==> src/rtl/neur_seq_ctrl.sv <==
// ----------------------------------------------------------------------------
// neur_seq_ctrl -- sequencing controller for a bit-serial neural MAC decoder.
//
// Fetches one weight word into a hold register and streams input words
// against it for PPW decoder phases per weight word (PPW = 4 for
// mode[1:0] = 00/10, 2 for 01/11). The lane sum returned by the decoder is
// accumulated into a signed ACC_W-bit result. When a job ends off a 4-phase
// boundary, a short flush keeps the decoder enabled until its phase wraps to
// 0, so the next job starts aligned.
//
// Configuration macro:
//   NEUR_SEQ_SAT_EN  defined   -> accumulator saturates to signed max/min
//                    undefined -> accumulator wraps modulo 2^ACC_W
//
// Ports:
//   clk_i, rst_ni                      clock, synchronous active-low reset
//   start_i, mode_i, len_i             job start, precision mode, word count
//   busy_o                             job active (RUN, FLUSH or DONE)
//   w_valid_i/w_ready_o/w_data_i       weight-word stream
//   x_valid_i/x_ready_o/x_data_i       input-word stream
//   dec_enable_o, dec_mode_o           decoder phase advance, registered mode
//   dec_weights_o, dec_inputs_o        decoder operands (0 when not enabled)
//   lane_sum_i                         signed decoder lane sum, same cycle
//   res_valid_o/res_ready_i/res_o      result handshake
// ----------------------------------------------------------------------------
module neur_seq_ctrl #(
    parameter int unsigned ACC_W = 32,
    parameter int unsigned LEN_W = 16
) (
    input  logic             clk_i,
    input  logic             rst_ni,
    input  logic             start_i,
    input  logic [2:0]       mode_i,
    input  logic [LEN_W-1:0] len_i,
    output logic             busy_o,
    input  logic             w_valid_i,
    output logic             w_ready_o,
    input  logic [31:0]      w_data_i,
    input  logic             x_valid_i,
    output logic             x_ready_o,
    input  logic [31:0]      x_data_i,
    output logic             dec_enable_o,
    output logic [2:0]       dec_mode_o,
    output logic [31:0]      dec_weights_o,
    output logic [31:0]      dec_inputs_o,
    input  logic [31:0]      lane_sum_i,
    output logic             res_valid_o,
    input  logic             res_ready_i,
    output logic [ACC_W-1:0] res_o
);

    typedef enum logic [1:0] {StIdle, StRun, StFlush, StDone} state_e;

    state_e state_q, state_d;

    logic [1:0]       phase_q, phase_d;
    logic [2:0]       mode_q, mode_d;
    logic [LEN_W-1:0] rem_q, rem_d;
    logic             w_full_q, w_full_d;
    logic [31:0]      w_hold_q, w_hold_d;
    logic [ACC_W-1:0] acc_q, acc_d;

    logic             ppw_two;
    logic             last_sub;
    logic             compute;
    logic             word_done;
    logic             final_word;
    logic             start_job;
    logic             w_take;
    logic             w_hs;
    logic [1:0]       phase_next;
    logic [ACC_W-1:0] acc_sum;
    logic [ACC_W-1:0] lane_ext;

    // ------------------------------------------------------------------
    // Shared decode
    // ------------------------------------------------------------------
    assign ppw_two    = mode_q[0];
    // Jobs always start at phase 0 and PPW divides 4, so the sub-phase of
    // the current word is the low bits of the shared phase counter.
    assign last_sub   = ppw_two ? phase_q[0] : (phase_q == 2'd3);
    assign compute    = (state_q == StRun) && w_full_q && x_valid_i;
    assign word_done  = compute && last_sub;
    assign final_word = (rem_q == LEN_W'(1));
    assign start_job  = (state_q == StIdle) && start_i && (len_i != '0);
    assign phase_next = phase_q + 2'd1;

    // The first weight word is taken together with start so computation can
    // begin on the very first RUN cycle. During RUN the register refills in
    // the same cycle its last phase completes, except after the final word.
    assign w_take = start_job ||
                    ((state_q == StRun) && (!w_full_q || (word_done && !final_word)));
    assign w_hs   = w_take && w_valid_i;

    // ------------------------------------------------------------------
    // Accumulator arithmetic
    // ------------------------------------------------------------------
    assign lane_ext = ACC_W'($signed(lane_sum_i));

`ifdef NEUR_SEQ_SAT_EN
    logic [ACC_W:0] sum_wide;

    always_comb begin
        sum_wide = {acc_q[ACC_W-1], acc_q} + {lane_ext[ACC_W-1], lane_ext};
        acc_sum  = sum_wide[ACC_W-1:0];
        // Overflow shows up as a mismatch between the extended sign bit and
        // the result sign bit; the extended bit gives the true direction.
        if (sum_wide[ACC_W] != sum_wide[ACC_W-1]) begin
            acc_sum = sum_wide[ACC_W] ? {1'b1, {(ACC_W-1){1'b0}}}
                                      : {1'b0, {(ACC_W-1){1'b1}}};
        end
    end
`else
    assign acc_sum = acc_q + lane_ext;
`endif

    // ------------------------------------------------------------------
    // FSM: state register
    // ------------------------------------------------------------------
    always_ff @(posedge clk_i) begin
        if (!rst_ni) begin
            state_q <= StIdle;
        end else begin
            state_q <= state_d;
        end
    end

    // ------------------------------------------------------------------
    // FSM: next state
    // ------------------------------------------------------------------
    always_comb begin
        state_d = state_q;
        unique case (state_q)
            StIdle: begin
                if (start_i) begin
                    state_d = (len_i != '0) ? StRun : StDone;
                end
            end
            StRun: begin
                if (word_done && final_word) begin
                    state_d = (phase_next != 2'd0) ? StFlush : StDone;
                end
            end
            StFlush: begin
                if (phase_next == 2'd0) begin
                    state_d = StDone;
                end
            end
            StDone: begin
                if (res_ready_i) begin
                    state_d = StIdle;
                end
            end
            default: state_d = StIdle;
        endcase
    end

    // ------------------------------------------------------------------
    // FSM: outputs. Everything is held at 0 while reset is asserted.
    // ------------------------------------------------------------------
    always_comb begin
        busy_o        = 1'b0;
        w_ready_o     = 1'b0;
        x_ready_o     = 1'b0;
        dec_enable_o  = 1'b0;
        dec_mode_o    = 3'd0;
        dec_weights_o = 32'd0;
        dec_inputs_o  = 32'd0;
        res_valid_o   = 1'b0;
        res_o         = '0;
        if (rst_ni) begin
            busy_o       = (state_q != StIdle);
            w_ready_o    = w_take;
            x_ready_o    = compute;
            dec_enable_o = compute || (state_q == StFlush);
            dec_mode_o   = mode_q;
            if (compute) begin
                dec_weights_o = w_hold_q;
                dec_inputs_o  = x_data_i;
            end
            if (state_q == StDone) begin
                res_valid_o = 1'b1;
                res_o       = acc_q;
            end
        end
    end

    // ------------------------------------------------------------------
    // Datapath next state
    // ------------------------------------------------------------------
    always_comb begin
        phase_d  = phase_q;
        mode_d   = mode_q;
        rem_d    = rem_q;
        w_full_d = w_full_q;
        w_hold_d = w_hold_q;
        acc_d    = acc_q;

        unique case (state_q)
            StIdle: begin
                if (start_i) begin
                    mode_d = mode_i;
                    rem_d  = len_i;
                    acc_d  = '0;
                end
            end
            StRun: begin
                if (compute) begin
                    phase_d = phase_next;
                    acc_d   = acc_sum;
                    if (last_sub) begin
                        rem_d    = rem_q - LEN_W'(1);
                        w_full_d = 1'b0;
                    end
                end
            end
            StFlush: begin
                phase_d = phase_next;
            end
            default: ;
        endcase

        // A refill in the releasing cycle overrides the release.
        if (w_hs) begin
            w_hold_d = w_data_i;
            w_full_d = 1'b1;
        end
    end

    // ------------------------------------------------------------------
    // Datapath registers
    // ------------------------------------------------------------------
    always_ff @(posedge clk_i) begin
        if (!rst_ni) begin
            phase_q  <= 2'd0;
            mode_q   <= 3'd0;
            rem_q    <= '0;
            w_full_q <= 1'b0;
            w_hold_q <= 32'd0;
            acc_q    <= '0;
        end else begin
            phase_q  <= phase_d;
            mode_q   <= mode_d;
            rem_q    <= rem_d;
            w_full_q <= w_full_d;
            w_hold_q <= w_hold_d;
            acc_q    <= acc_d;
        end
    end

endmodule
==> config.mk <==
export PLATFORM = sky130hd
export DESIGN_NAME = neur_seq_ctrl
export DESIGN_NICKNAME = d
export VERILOG_FILES = /design/src/rtl/neur_seq_ctrl.sv
export SDC_FILE = /design/constraint.sdc
export NUM_CORES = 1
export LEC_CHECK = 0
export ABC_AREA = 1
export CAP_MARGIN = 5
export CELL_PAD_IN_SITES_DETAIL_PLACEMENT = 1
export CELL_PAD_IN_SITES_GLOBAL_PLACEMENT = 1
export CORE_AREA = 10 10 163 165
export DETAILED_ROUTE_END_ITERATION = 7
export DIE_AREA = 0 0 173 175
export GPL_TIMING_DRIVEN = 0
export PLACE_DENSITY = 0.85
export SLEW_MARGIN = 15
export SYNTH_ARGS = -nofsm -noshare
export SYNTH_HDL_FRONTEND = slang
export SYNTH_SLANG_ARGS = --single-unit
export TNS_END_PERCENT = 30
==> constraint.sdc <==
create_clock -name clk_i -period 2.65 [get_ports clk_i]
set_clock_uncertainty 0.1 [all_clocks]
set_input_delay 0.53 -clock clk_i [delete_from_list [all_inputs] [get_ports clk_i]]
set_output_delay 0.53 -clock clk_i [all_outputs]
set_load 0.01 [all_outputs]
==> metrics.csv <==
stage;metric;value;unit
floorplanning;DIE WIDTH;173;um
detailed_routing;DRC errors left;0;
sta;Max Slew Vio Count;0;
final_layout;post-route cell area;10200;um^2
placement;pre-CTS setup slack;-966;ps
final_layout;Final #Nets;1709;
placement;GPL Wtd Cong;0.895;
global_routing;initial antenna violation count;1;
sta;Setup violations, final;2;
sta;PnR worst setup slack;-24.7;ps
global_routing;largest net degree at the start of global routing;19;
detailed_routing;routed len/inst;16.1;um
sta;Tmin final;2670;ps
detailed_routing;DRT Pass-1 Iters;4;
global_routing;vias in the first global route;9530;
global_routing;remaining global-route overflow;0;
global_routing;GRT Overall Usage;19.1;%
floorplanning;Die Y;175;um
detailed_routing;Detailed Route Iter0 Violations;337;
synthesis;Syn Inst Count;1311;
critical_path;Worst Path Required;2020;ps
global_routing;first-pass GRT wire length;48.0;mm
clock_tree;CTS max path bufs;2;
floorplanning;Die ar.;30300;um^2
power_and_ir_drop;leakage dissipation;4.96;nW
detailed_routing;Antenna Nets Post-Route;0;
status;outcome;finished, violations left;
clock_tree;cts bufs inserted;9;
final_layout;FILL cells;3244;
critical_path;crit path kind;in -> out;
power_and_ir_drop;overall power;6.02;mW
final_layout;final core utilization;43.8;%
clock_tree;Clk Latency, worst-skew pair;360;ps
clock_tree;hold_buf cts;0;
floorplanning;Initial Util;31.7;%
placement;PortBufs;222;
sta;RSZ-0062 raised after global routing;true;
placement;DP HPWL;24.6;mm
sta;maximum operating frequency;374;MHz
critical_path;maximum fanout along the worst path;10;
detailed_routing;Routed WL;30.1;mm
floorplanning;Ports;225;
synthesis;Net Count, Synth;1473;
synthesis;yosys warns;0;
floorplanning;num rows;56;
floorplanning;core footprint;23300;um^2
detailed_routing;Via-to-Cell Ratio;4.77;
power_and_ir_drop;peak supply drop;0.000313;V
clock_tree;clock slew at reported path FFs;70;ps
worst_hold_path;worst hold path type;reg -> reg;
final_layout;area growth from synthesis to layout;38.3;%
placement;DP Area;9980;um^2
status;failing checks;negative setup slack;
sta;Worst slew margin;52.2;%
critical_path;WP data arrival;2040;ps
clock_tree;TritonCTS clock tree;yes;
synthesis;syn avg cell area;5.62;um^2
sta;period utilisation layout;101;%
sta;Fin. Hold Viols;0;
clock_tree;clock sinks;88;
placement;cell total after placement;1852;
clock_tree;H-tree depth;3;
run;max-cap violations;0;
final_layout;share of cells above drive strength 1;10.2;%
critical_path;CP endpoint kind;output port;
synthesis;Distinct cells, synth;38;
final_layout;multi-input logic area;4610;um^2
sta;Worst-Margin Slew;717;ps
power_and_ir_drop;P per Cell Area;591;nW/um^2
detailed_routing;via count;8938;
final_layout;Layout Cells excl Fill;1872;
critical_path;crit path launch type;input port;
synthesis;Seq/Total Area, Yosys;23.9;%
clock_tree;Root Buffer Master;clkbuf_16;
synthesis;synthesized flop and latch total;88;
final_layout;Seq. cell area;1760;um^2
synthesis;Cell Area, Synth;7360;um^2
[worst paths after layout]
kind,to,cells after the start,slack (ps),from
min reg2reg,rem_q[5],2,380,rem_q[5]
max,dec_weights_o[25],8,-20,x_valid_i
max reg2reg,rem_q[1],11,160,state_q[0]
min,rem_q[5],2,380,rem_q[5]
[final cells by class]
type | instances | share of cell area [%]
Antenna cell | 1 | 0.0246
Buffer | 52 | 3.24
Clock buffer | 9 | 2.21
Clock inverter | 7 | 0.651
Inverter | 216 | 7.96
Multi-Input combinational cell | 955 | 45.2
Sequential cell | 88 | 17.3
Tap cell | 319 | 3.92
Timing Repair Buffer | 225 | 19.4
[synthesized netlist by cell type, drive strengths merged]
library cell  count  share of area [%]
a211oi            2               0.20
a21o              2               0.20
a21oi           118                8.0
a221oi            1               0.12
a31oi             1              0.085
buf              23                1.9
clkbuf           29                1.5
dfxtp            88                 24
fa                1               0.27
ha               40                6.8
inv             216                 11
nand2           408                 21
nand3            85                7.1
nand3b            4               0.41
nand4             7               0.68
nor2            210                 11
nor3              8               0.54
nor4              4               0.34
o211ai            4               0.41
o21a              1               0.10
o21ai            41                2.8
o21bai            3               0.31
o221ai            1               0.12
o22ai             2               0.17
o31ai             1               0.10
or2               6               0.54
xnor2             1               0.12
xor2              4               0.48
[repair_timing]
action,in CTS,in global routing
setup buffers,1,2
resized for setup,145,115
endpoints found under the hold margin,0,0
pin swaps,1,2
endpoints found under the setup margin,105,98
[power breakdown]
group          switching, mW  internal (mW)  leakage, nW  total (mW)
Clock                  0.664          0.667        0.145        1.33
Combinational           1.84           1.04         4.09        2.89
Sequential             0.206           1.60        0.719        1.81
Total                   2.71           3.31         4.96        6.02
[layout by cell type, fill, tap and decap left out, types with 2 or more instances in the layout]
cell type / Yosys / final
a211oi_1: 2 / 2
inv_2: 3 / 5
o22ai_1: 2 / 2
nand2_2: 1 / 3
nor2_1: 208 / 204
inv_1: 213 / 211
nand2_1: 407 / 405
nor2_2: 1 / 3
inv_8: 0 / 2
nand3_1: 65 / 63
a21o_1: 2 / 2
buf_1: 9 / 2
nand3_2: 20 / 21
clkbuf_8: 0 / 2
a21oi_1: 118 / 118
dlymetal6s2s_1: 0 / 5
nand3b_1: 4 / 4
clkbuf_2: 0 / 51
buf_6: 6 / 10
inv_6: 0 / 4
o21ai_0: 40 / 39
buf_4: 0 / 5
or2_2: 5 / 5
clkdlybuf4s50_1: 0 / 145
buf_2: 8 / 17
nor4_2: 0 / 3
nor3_1: 8 / 8
clkbuf_16: 0 / 9
o21ai_2: 1 / 2
nand4_1: 6 / 6
clkdlybuf4s15_2: 0 / 6
dfxtp_1: 88 / 87
o21bai_1: 3 / 3
dlygate4sd2_1: 0 / 11
xor2_1: 4 / 4
ha_1: 40 / 40
o211ai_1: 4 / 4
nor2_4: 1 / 3
clkbuf_1: 29 / 20
[per-layer routing]
layer | wire length (um) | GRT usage (%)
met1 | 12600 | 21.0
met2 | 14900 | 34.9
met3 | 2140 | 6.17
met4 | 514 | 4.38
met5 | 0 | 0
[flip-flops by register name, indices dropped and copies added, names as in the netlist]
| name | count |
|---|---|
| acc_q | 32 |
| mode_q | 3 |
| phase_q | 2 |
| rem_q | 16 |
| state_q | 2 |
| w_full_q | 1 |
| w_hold_q | 32 |
[critical path, stage by stage]
cell and delay (ps):
clkdlybuf4s50_1 460, nand2_1 90, nor2_4 180, buf_8 170
clkbuf_8 180, nand2_1 60, nor2_1 130, clkdlybuf4s15_2 240
[metrics by stage]
stage                     hold WS [ps]  TNS, ps
after floorplan                    341        0
after global placement             352   -64370
after detailed placement           372   -66290
after CTS                          388     -167
after global routing               396     -548
final                              380    -30.0
[logic make-up (layout without fill, tap and decap cells)]
kind of cell	count (synthesis)	in the layout	synth area share [%]
XOR/XNOR	5	5	0.595
flip-flops	88	88	23.9
adder cells (fa/ha/maj)	41	41	7.07
buffers and inverters	268	509	14.4
AO/OA/AOI/OAI	177	177	12.7
AND/OR/NAND/NOR	732	732	41.3
other	0	1	0
(Power assumes the default switching activity.)
